<file path="src/rtl/ahb_lite_arbiter_pkg.sv">
// Shared constants and FSM state type for the two-requester AHB-Lite arbiter.
// Only NONSEQ single-word transfers are ever issued.
package ahb_lite_pkg;

  localparam logic [1:0] HTRANS_IDLE   = 2'b00;
  localparam logic [1:0] HTRANS_NONSEQ = 2'b10;
  localparam logic [2:0] HSIZE_WORD    = 3'b010;
  localparam logic [2:0] HBURST_SINGLE = 3'b000;

  typedef enum logic [1:0] {
    ST_IDLE = 2'd0,
    ST_ADDR = 2'd1,
    ST_DATA = 2'd2
  } state_t;

endpackage

</file>
<file path="src/rtl/ahb_lite_arbiter_if.sv">
// Bundles both requester handshakes and the AHB-Lite master signals.
// The arbiter uses the master modport; requesters and slave fabric use slave.
interface ahb_lite_arbiter_if #(
  parameter int ADDR_W = 8,
  parameter int DATA_W = 32
);

  logic              req0_valid;
  logic              req0_write;
  logic [ADDR_W-1:0] req0_addr;
  logic [DATA_W-1:0] req0_wdata;
  logic              req0_ready;
  logic              req0_done;
  logic [DATA_W-1:0] req0_rdata;

  logic              req1_valid;
  logic              req1_write;
  logic [ADDR_W-1:0] req1_addr;
  logic [DATA_W-1:0] req1_wdata;
  logic              req1_ready;
  logic              req1_done;
  logic [DATA_W-1:0] req1_rdata;

  logic [ADDR_W-1:0] HADDR;
  logic [1:0]        HTRANS;
  logic              HWRITE;
  logic [2:0]        HSIZE;
  logic [2:0]        HBURST;
  logic [DATA_W-1:0] HWDATA;
  logic [DATA_W-1:0] HRDATA;
  logic              HREADY;

  modport master (
    input  req0_valid, req0_write, req0_addr, req0_wdata,
    output req0_ready, req0_done, req0_rdata,
    input  req1_valid, req1_write, req1_addr, req1_wdata,
    output req1_ready, req1_done, req1_rdata,
    output HADDR, HTRANS, HWRITE, HSIZE, HBURST, HWDATA,
    input  HRDATA, HREADY
  );

  modport slave (
    output req0_valid, req0_write, req0_addr, req0_wdata,
    input  req0_ready, req0_done, req0_rdata,
    output req1_valid, req1_write, req1_addr, req1_wdata,
    input  req1_ready, req1_done, req1_rdata,
    input  HADDR, HTRANS, HWRITE, HSIZE, HBURST, HWDATA,
    output HRDATA, HREADY
  );

endinterface

</file>
<file path="src/rtl/ahb_lite_arbiter_rr_arbiter_2.sv">
// Combinational two-way round-robin grant: on a tie the requester that was
// not granted last wins. Grant is one-hot and only asserted when enabled.
module rr_arbiter_2 (
  input  logic       i_valid0,
  input  logic       i_valid1,
  input  logic       i_last_grant,
  input  logic       i_enable,
  output logic [1:0] o_grant
);

  always_comb begin
    o_grant = 2'b00;
    if (i_enable) begin
      if (i_valid0 && (!i_valid1 || i_last_grant)) begin
        o_grant = 2'b01;
      end else if (i_valid1) begin
        o_grant = 2'b10;
      end
    end
  end

endmodule

</file>
<file path="src/rtl/ahb_lite_arbiter.sv">
// Shares one AHB-Lite master port between two single-word requesters,
// running non-overlapping address and data phases with HREADY wait states.
module ahb_lite_arbiter
  import ahb_lite_pkg::*;
#(
  parameter int ADDR_W = 8,
  parameter int DATA_W = 32
) (
  input logic          HCLK,
  input logic          HRESETn,
  ahb_lite_arbiter_if.master bus
);

  state_t            r_state;
  state_t            w_next_state;
  logic              r_last_grant;
  logic              r_owner;
  logic              r_write;
  logic [ADDR_W-1:0] r_addr;
  logic [DATA_W-1:0] r_wdata;
  logic              r_done0;
  logic              r_done1;
  logic [DATA_W-1:0] r_rdata0;
  logic [DATA_W-1:0] r_rdata1;

  logic              w_slot;
  logic              w_complete;
  logic              w_accept;
  logic [1:0]        w_grant;

  // Gating with HRESETn keeps ready low while reset is held, since ready is combinational.
  assign w_slot     = HRESETn && ((r_state == ST_IDLE) || ((r_state == ST_DATA) && bus.HREADY));
  assign w_complete = (r_state == ST_DATA) && bus.HREADY;
  assign w_accept   = |w_grant;

  rr_arbiter_2 u_rr_arbiter (
    .i_valid0     (bus.req0_valid),
    .i_valid1     (bus.req1_valid),
    .i_last_grant (r_last_grant),
    .i_enable     (w_slot),
    .o_grant      (w_grant)
  );

  always_ff @(posedge HCLK or negedge HRESETn) begin
    if (!HRESETn) begin
      r_state <= ST_IDLE;
    end else begin
      r_state <= w_next_state;
    end
  end

  always_comb begin
    w_next_state = r_state;
    case (r_state)
      ST_IDLE: if (w_accept) w_next_state = ST_ADDR;
      ST_ADDR: if (bus.HREADY) w_next_state = ST_DATA;
      ST_DATA: if (bus.HREADY) w_next_state = w_accept ? ST_ADDR : ST_IDLE;
      default: w_next_state = ST_IDLE;
    endcase
  end

  // Capture registers change only on acceptance, so HADDR/HWRITE hold between transfers.
  always_ff @(posedge HCLK or negedge HRESETn) begin
    if (!HRESETn) begin
      r_last_grant <= 1'b1;
      r_owner      <= 1'b0;
      r_write      <= 1'b0;
      r_addr       <= '0;
      r_wdata      <= '0;
    end else if (w_accept) begin
      r_last_grant <= w_grant[1];
      r_owner      <= w_grant[1];
      r_write      <= w_grant[1] ? bus.req1_write : bus.req0_write;
      r_addr       <= w_grant[1] ? bus.req1_addr  : bus.req0_addr;
      r_wdata      <= w_grant[1] ? bus.req1_wdata : bus.req0_wdata;
    end
  end

  always_ff @(posedge HCLK or negedge HRESETn) begin
    if (!HRESETn) begin
      r_done0  <= 1'b0;
      r_done1  <= 1'b0;
      r_rdata0 <= '0;
      r_rdata1 <= '0;
    end else begin
      r_done0 <= w_complete && !r_owner;
      r_done1 <= w_complete && r_owner;
      if (w_complete && !r_write) begin
        if (r_owner) r_rdata1 <= bus.HRDATA;
        else         r_rdata0 <= bus.HRDATA;
      end
    end
  end

  assign bus.HTRANS = (r_state == ST_ADDR) ? HTRANS_NONSEQ : HTRANS_IDLE;
  assign bus.HADDR  = r_addr;
  assign bus.HWRITE = r_write;
  assign bus.HWDATA = ((r_state == ST_DATA) && r_write) ? r_wdata : '0;
  assign bus.HSIZE  = HSIZE_WORD;
  assign bus.HBURST = HBURST_SINGLE;

  assign bus.req0_ready = w_grant[0];
  assign bus.req1_ready = w_grant[1];
  assign bus.req0_done  = r_done0;
  assign bus.req1_done  = r_done1;
  assign bus.req0_rdata = r_rdata0;
  assign bus.req1_rdata = r_rdata1;

endmodule

</file>
<file path="src/flat_wrapper.sv">
// flat-port wrapper written by rule: the top's interface ports become plain ports
module ahb_lite_arbiter_flat import ahb_lite_pkg::*;
#(
  parameter int ADDR_W = 8,
  parameter int DATA_W = 32
)
  (HCLK, HRESETn, bus_req0_valid, bus_req0_write, bus_req0_addr, bus_req0_wdata, bus_req0_ready, bus_req0_done, bus_req0_rdata, bus_req1_valid, bus_req1_write, bus_req1_addr, bus_req1_wdata, bus_req1_ready, bus_req1_done, bus_req1_rdata, bus_HADDR, bus_HTRANS, bus_HWRITE, bus_HSIZE, bus_HBURST, bus_HWDATA, bus_HRDATA, bus_HREADY);
  ahb_lite_arbiter_if #(.ADDR_W(ADDR_W), .DATA_W(DATA_W)) bus_i ();
  input logic HCLK;
  input logic HRESETn;
  input wire logic [$bits(bus_i.req0_valid)-1:0] bus_req0_valid;
  input wire logic [$bits(bus_i.req0_write)-1:0] bus_req0_write;
  input wire logic [$bits(bus_i.req0_addr)-1:0] bus_req0_addr;
  input wire logic [$bits(bus_i.req0_wdata)-1:0] bus_req0_wdata;
  output wire logic [$bits(bus_i.req0_ready)-1:0] bus_req0_ready;
  output wire logic [$bits(bus_i.req0_done)-1:0] bus_req0_done;
  output wire logic [$bits(bus_i.req0_rdata)-1:0] bus_req0_rdata;
  input wire logic [$bits(bus_i.req1_valid)-1:0] bus_req1_valid;
  input wire logic [$bits(bus_i.req1_write)-1:0] bus_req1_write;
  input wire logic [$bits(bus_i.req1_addr)-1:0] bus_req1_addr;
  input wire logic [$bits(bus_i.req1_wdata)-1:0] bus_req1_wdata;
  output wire logic [$bits(bus_i.req1_ready)-1:0] bus_req1_ready;
  output wire logic [$bits(bus_i.req1_done)-1:0] bus_req1_done;
  output wire logic [$bits(bus_i.req1_rdata)-1:0] bus_req1_rdata;
  output wire logic [$bits(bus_i.HADDR)-1:0] bus_HADDR;
  output wire logic [$bits(bus_i.HTRANS)-1:0] bus_HTRANS;
  output wire logic [$bits(bus_i.HWRITE)-1:0] bus_HWRITE;
  output wire logic [$bits(bus_i.HSIZE)-1:0] bus_HSIZE;
  output wire logic [$bits(bus_i.HBURST)-1:0] bus_HBURST;
  output wire logic [$bits(bus_i.HWDATA)-1:0] bus_HWDATA;
  input wire logic [$bits(bus_i.HRDATA)-1:0] bus_HRDATA;
  input wire logic [$bits(bus_i.HREADY)-1:0] bus_HREADY;
  assign bus_i.req0_valid = bus_req0_valid;
  assign bus_i.req0_write = bus_req0_write;
  assign bus_i.req0_addr = bus_req0_addr;
  assign bus_i.req0_wdata = bus_req0_wdata;
  assign bus_req0_ready = bus_i.req0_ready;
  assign bus_req0_done = bus_i.req0_done;
  assign bus_req0_rdata = bus_i.req0_rdata;
  assign bus_i.req1_valid = bus_req1_valid;
  assign bus_i.req1_write = bus_req1_write;
  assign bus_i.req1_addr = bus_req1_addr;
  assign bus_i.req1_wdata = bus_req1_wdata;
  assign bus_req1_ready = bus_i.req1_ready;
  assign bus_req1_done = bus_i.req1_done;
  assign bus_req1_rdata = bus_i.req1_rdata;
  assign bus_HADDR = bus_i.HADDR;
  assign bus_HTRANS = bus_i.HTRANS;
  assign bus_HWRITE = bus_i.HWRITE;
  assign bus_HSIZE = bus_i.HSIZE;
  assign bus_HBURST = bus_i.HBURST;
  assign bus_HWDATA = bus_i.HWDATA;
  assign bus_i.HRDATA = bus_HRDATA;
  assign bus_i.HREADY = bus_HREADY;
  ahb_lite_arbiter #(.ADDR_W(ADDR_W), .DATA_W(DATA_W)) u_core (.HCLK(HCLK), .HRESETn(HRESETn), .bus(bus_i));
endmodule
</file>
<file path="config.mk">
export PLATFORM = sky130hd
export DESIGN_NAME = ahb_lite_arbiter_flat
export DESIGN_NICKNAME = d
export VERILOG_FILES = /design/src/rtl/ahb_lite_arbiter_pkg.sv /design/src/rtl/ahb_lite_arbiter_if.sv /design/src/rtl/ahb_lite_arbiter_rr_arbiter_2.sv /design/src/rtl/ahb_lite_arbiter.sv /design/src/flat_wrapper.sv
export SDC_FILE = /design/constraint.sdc
export NUM_CORES = 1
export LEC_CHECK = 0
export ABC_AREA = 1
export BUFFER_PORTS_ARGS = -buffer_cell sky130_fd_sc_hd__buf_2
export CORE_ASPECT_RATIO = 1.2
export CORE_MARGIN = 2
export CORE_UTILIZATION = 48
export DETAILED_ROUTE_END_ITERATION = 7
export PLACE_DENSITY_LB_ADDON = 0.2
export SYNTH_ARGS = -nofsm -noshare
export SYNTH_HDL_FRONTEND = slang
export SYNTH_SLANG_ARGS = --single-unit
</file>
<file path="constraint.sdc">
create_clock -name HCLK -period 2 [get_ports HCLK]
set_clock_uncertainty 0.1 [all_clocks]
set_input_delay 0.4 -clock HCLK [delete_from_list [all_inputs] [get_ports HCLK]]
set_output_delay 0.4 -clock HCLK [all_outputs]
set_load 0.02 [all_outputs]
</file>
Word level (Yosys, flattened, before mapping). Cells that the tools add are included.

Input port bits: 119. Logic and storage cells: 46. Output and inout bits: 117. Register bits: 111.

Reductions and logical operators: 17. Eq/ne operators: 5. Bitwise operators: 1. Multiplexer cells: 13.

Operator list (count): 32-bit two-way mux (2); 2-bit two-way mux (7); 8-bit two-way mux (1); 1-bit logical AND (7); 2-bit case mux with 3 select lines (1); 2-bit != test, second input constant (2); 2-bit AND reduction (2); 1-bit logical NOT (3); 3-bit AND reduction (1); 2-bit by 1-bit equality test with 1-bit output, second input constant (1); 2-bit equality test, second input constant (1); 2-bit logical NOT (1); 1-bit logical OR (2); 1-bit two-way mux (2); 2-bit by 1-bit != test with 1-bit output, second input constant (1); 2-bit OR reduction (1); 1-bit inverter (1).

Longest topological paths before layout.
Depth in word-level cells: 9. Gate-level depth with buffers: 8. Gate-level depth less buffers: 7.

By module. Synthesis repeated with hierarchy kept, for this count alone.

Cell total of the unflattened synthesis: 610. Area, all modules: 4938.5 um2.

By module, submodules not included: ahb_lite_arbiter (area each 4908.5 um2, sequential area each 2778.9 um2, times used 1, cells an instance 603); rr_arbiter_2 (area each 30.0 um2, sequential area each 0.0 um2, times used 1, cells an instance 7).

Worst setup path before layout. No wires, ideal clock.

Path kind: register to output. From: register u_core.r_write, in the netlist u_core.bus.HWRITE. To: output bus_HWDATA[10]. Required time: 1500 ps. Arrival: 1172 ps. Slack: 328 ps. Path buffers: 1. Cell stages (with the launch flop): 4. Path through: dfrtp_1 > nand2_1 > clkbuf_1 > nor2_1.

Cells in the longest elaborated chain, start to end: 2.

Ends and longest elaborated chain: start, declared (line ahb_lite_arbiter.sv:18) `logic r_write;`; start signal, assigned (line ahb_lite_arbiter.sv:73) `r_write <= w_grant[1] ? bus.req1_write : bus.req0_write;`; 1-bit logical AND (line ahb_lite_arbiter.sv:98) `assign bus.HWDATA = ((r_state == ST_DATA) && r_write) ? r_wdata : '0;`; 32-bit two-way mux (line ahb_lite_arbiter.sv:98); end, declared (line flat_wrapper.sv:30) `output wire logic [$bits(bus_i.HWDATA)-1:0] bus_HWDATA;`.

Every way passes these cells.

Final worst setup path.
From: register u_core.r_state[1]. To: output bus_HWDATA[19].

Cells in the longest elaborated chain, start to end: 3.

Ends and longest elaborated chain: start, declared (line ahb_lite_arbiter.sv:14) `state_t r_state;`; start signal, assigned (line ahb_lite_arbiter.sv:48) `r_state <= w_next_state;`; 2-bit equality test (line ahb_lite_arbiter.sv:98); 1-bit logical AND (line ahb_lite_arbiter.sv:98); 32-bit two-way mux (line ahb_lite_arbiter.sv:98).

Every way passes these cells.

==> results.yml <==
clock_tree:
  clkLatencyLatePin_ps: 340
  cts_inserted_buffers: 9
  cts.sinks: 111
  cts_htree_levels: 3
  root_buffer: "clkbuf_16"
  cts.clk_slew.worst_paths_ps: 70
  cts_tree: "done"
  clockBufferDepth: 2
placed_design:
  gp_congestion: 0.809
  placed_cells: 1063
  pre_cts_ws_ps: 315
  io_buffers: 228
  dp_hpwl_um: 9970
  dpl_cell_area_um2: 6750
timing:
  worst_slack_ps: 61.8
  relSlewSlack_pct: 64.2
  fin_crit_ps: 1940
  setup_viol_count_final: 0
  maxSlewViolCount: 0
  period_share_pct: 96.9
  max_freq_mhz: 516
  whs_ps: 80.4
  fin_setup_tns_ps: 0
  worst_slew_pin_slew_ps: 537
  hold_viol: 0
logic_synthesis:
  ys_ff_latch: 111
  yosys_warnings: 0
  yosysSeqAreaShare_pct: 50.2
  synth_cell_types: 23
  syn_area_per_cell_um2: 7.87
  syn-cell-area_um2: 5530
  postSynthCellCount: 703
global_route:
  antenna_found_initial: 0
  first_global_vias: 4531
  grt_max_degree: 102
  grt_pass1_wl_um: 21800
  grt.overflow.total: 0
  grt_usage_pct: 22.5
setup_path:
  startpoint_type: "flip-flop"
  max_stage_delay_ps: 380
  crit_slowest_cell: "dfrtp_1"
  cp_max_fo: 17
  endpoint_kind: "output pin"
  r2r_cells: 8
  reg2reg_slack_ps: 340
  arrival_ps: 1440
  r2r_end: "u_core.bus.req1_rdata[4]"
  path_cells: "inv_2 > nor2_4 > nand2_2 > buf_8 > nor2_1 > buf_4"
  critPathRequiredTime_ps: 1500
  critPathLaunch: "u_core.r_state[1]"
  timing.setup.critical_path_class: "flip-flop to output pin"
  reg2reg_from: "u_core.r_state[1]"
pwr:
  power.density_nw_per_um2: 1280
  swShare_pct: 38.9
  p_total_mw: 9.11
  p_sw_mw: 3.55
  pwr-share-clk_pct: 21.0
  power_leakage_nw: 4.41
  power_frac_seq_pct: 40.0
  ir_drop_mv: 0.525
  p_int_mw: 5.56
  combPwrFrac_pct: 39.0
route:
  wire_per_inst_um: 12.7
  drt_wl_total_um: 13700
  avgViaCountPerCell: 4.54
  drt_pass1_iterations: 4
  drc_errors: 0
  num_vias: 4901
  drt_iter0_drc: 156
  ant_nets: 0
layout:
  area_growth_pct: 28.9
  regArea_um2: 2780
  final-instance-count-excl-fill: 1080
  post-route-util_pct: 64.0
  num-fill-cells: 1108
  multi_input_area_um2: 1890
  diodes: 0
  final_cell_area_um2: 7130
  nNetsFinal: 1042
  drive_above_1_share_pct: 33.4
job:
  maxCapViolCount: 0
die:
  die_h_um: 122
  die_w_um: 102
  core_area_um2: 11100
  num_io_pins: 236
  die_area_um2: 12400
  num_rows: 42
  initial_core_util_pct: 49.7
worst_hold_path:
  hold_path.class: "input port to async pin"
run_status:
  status: "finished clean"
-- sequential cells by signal, summed over array words and instances (netlist names) --
signal                 cells
u_core.bus.req0_rdata     32
u_core.bus.req1_rdata     32
u_core.r_wdata            32
u_core.bus.HADDR           8
u_core.r_state             2
u_core.bus.HWRITE          1
u_core.bus.req0_done       1
u_core.bus.req1_done       1
u_core.r_last_grant        1
u_core.r_owner             1
-- synth_stat cells, drive strengths merged --
library cell / count / share of area (%)
a21oi: 3 / 0.54
buf: 40 / 5.6
clkbuf: 3 / 0.20
conb: 2 / 0.14
dfrtp: 110 / 50
dfstp: 1 / 0.47
inv: 155 / 11
nand2: 197 / 14
nand3: 84 / 7.8
nor2: 42 / 3.1
o21ai: 66 / 8.3
-- cells by family (layout without fill, tap and decap cells) --
family | after synthesis | after routing | synth area share, %
other cells | 2 | 7 | 0.136
buf+inv | 198 | 416 | 16.3
simple gates | 323 | 323 | 24.5
flops | 111 | 111 | 50.2
compound gates | 69 | 69 | 8.82
-- cell usage in the layout, fill, tap and decap left out --
| cell | count |
|---|---|
| a21oi_1 | 1 |
| a21oi_4 | 2 |
| buf_12 | 4 |
| buf_2 | 220 |
| buf_4 | 19 |
| buf_6 | 1 |
| buf_8 | 1 |
| bufinv_16 | 2 |
| clkbuf_16 | 9 |
| clkbuf_8 | 2 |
| clkinvlp_4 | 1 |
| conb_1 | 7 |
| dfrtp_1 | 110 |
| dfstp_2 | 1 |
| dlygate4sd3_1 | 2 |
| inv_1 | 152 |
| inv_2 | 3 |
| nand2_1 | 193 |
| nand2_2 | 2 |
| nand2_4 | 2 |
| nand3_1 | 82 |
| nand3_2 | 2 |
| nor2_1 | 38 |
| nor2_2 | 2 |
| nor2_4 | 2 |
| o21ai_0 | 2 |
| o21ai_1 | 30 |
| o21ai_2 | 34 |
-- worst max path at each step --
stage,end,slack [ps],depth (start not counted)
after floorplan,bus_HWDATA[10],330,3
after global placement,u_core.bus.req1_rdata[8],380,8
after detailed placement,bus_req0_ready,320,4
after CTS,bus_HWDATA[18],3,5
after global routing,bus_HWDATA[19],-10,6
final,bus_HWDATA[19],60,6
-- per-layer routing --
layer  share of wire, %  global-route usage, %  vias to the layer above  wire length, um
met5                  0                      0                        -                0
met4                1.9                   7.42                        0              255
met3                7.5                   5.05                       17             1030
met2                 50                   37.6                      176             6790
met1                 41                   28.9                     2187             5620
li1                   -                      -                     2521                -
-- worst max-delay path: cells and delay by family, from the launching register on --
kind / cells / cell delay (ps)
flops: 1 / 380
buf+inv: 3 / 380
simple gates: 3 / 330
-- power by group through the flow --
| stage | logic, mW | clock network, mW | registers, mW |
|---|---|---|---|
| after floorplan | 1.53 | 0 | 4.44 |
| after global placement | 3.51 | 0 | 3.65 |
| after detailed placement | 3.57 | 0 | 3.67 |
| after CTS | 3.58 | 1.96 | 3.64 |
| after global routing | 3.94 | 2.03 | 3.76 |
| final | 3.55 | 1.92 | 3.64 |
-- cell type report --
class / instances / area share (%)
flip-flops and latches: 111 / 39.0
multi-input cells: 399 / 26.5
repair buffers: 247 / 19.2
inverters: 155 / 8.16
clock buffers: 11 / 3.54
well taps: 154 / 2.70
clock inverters: 3 / 0.947
-- timing repair --
action                     CTS  global route
hold buffers                 2             0
gates resized for setup      3            10
setup buffers                0             1
pin swaps                    0             2
hold endpoints to repair     9             0
setup endpoints to repair    3            33
Note: power is estimated with default switching activity, not from simulation.
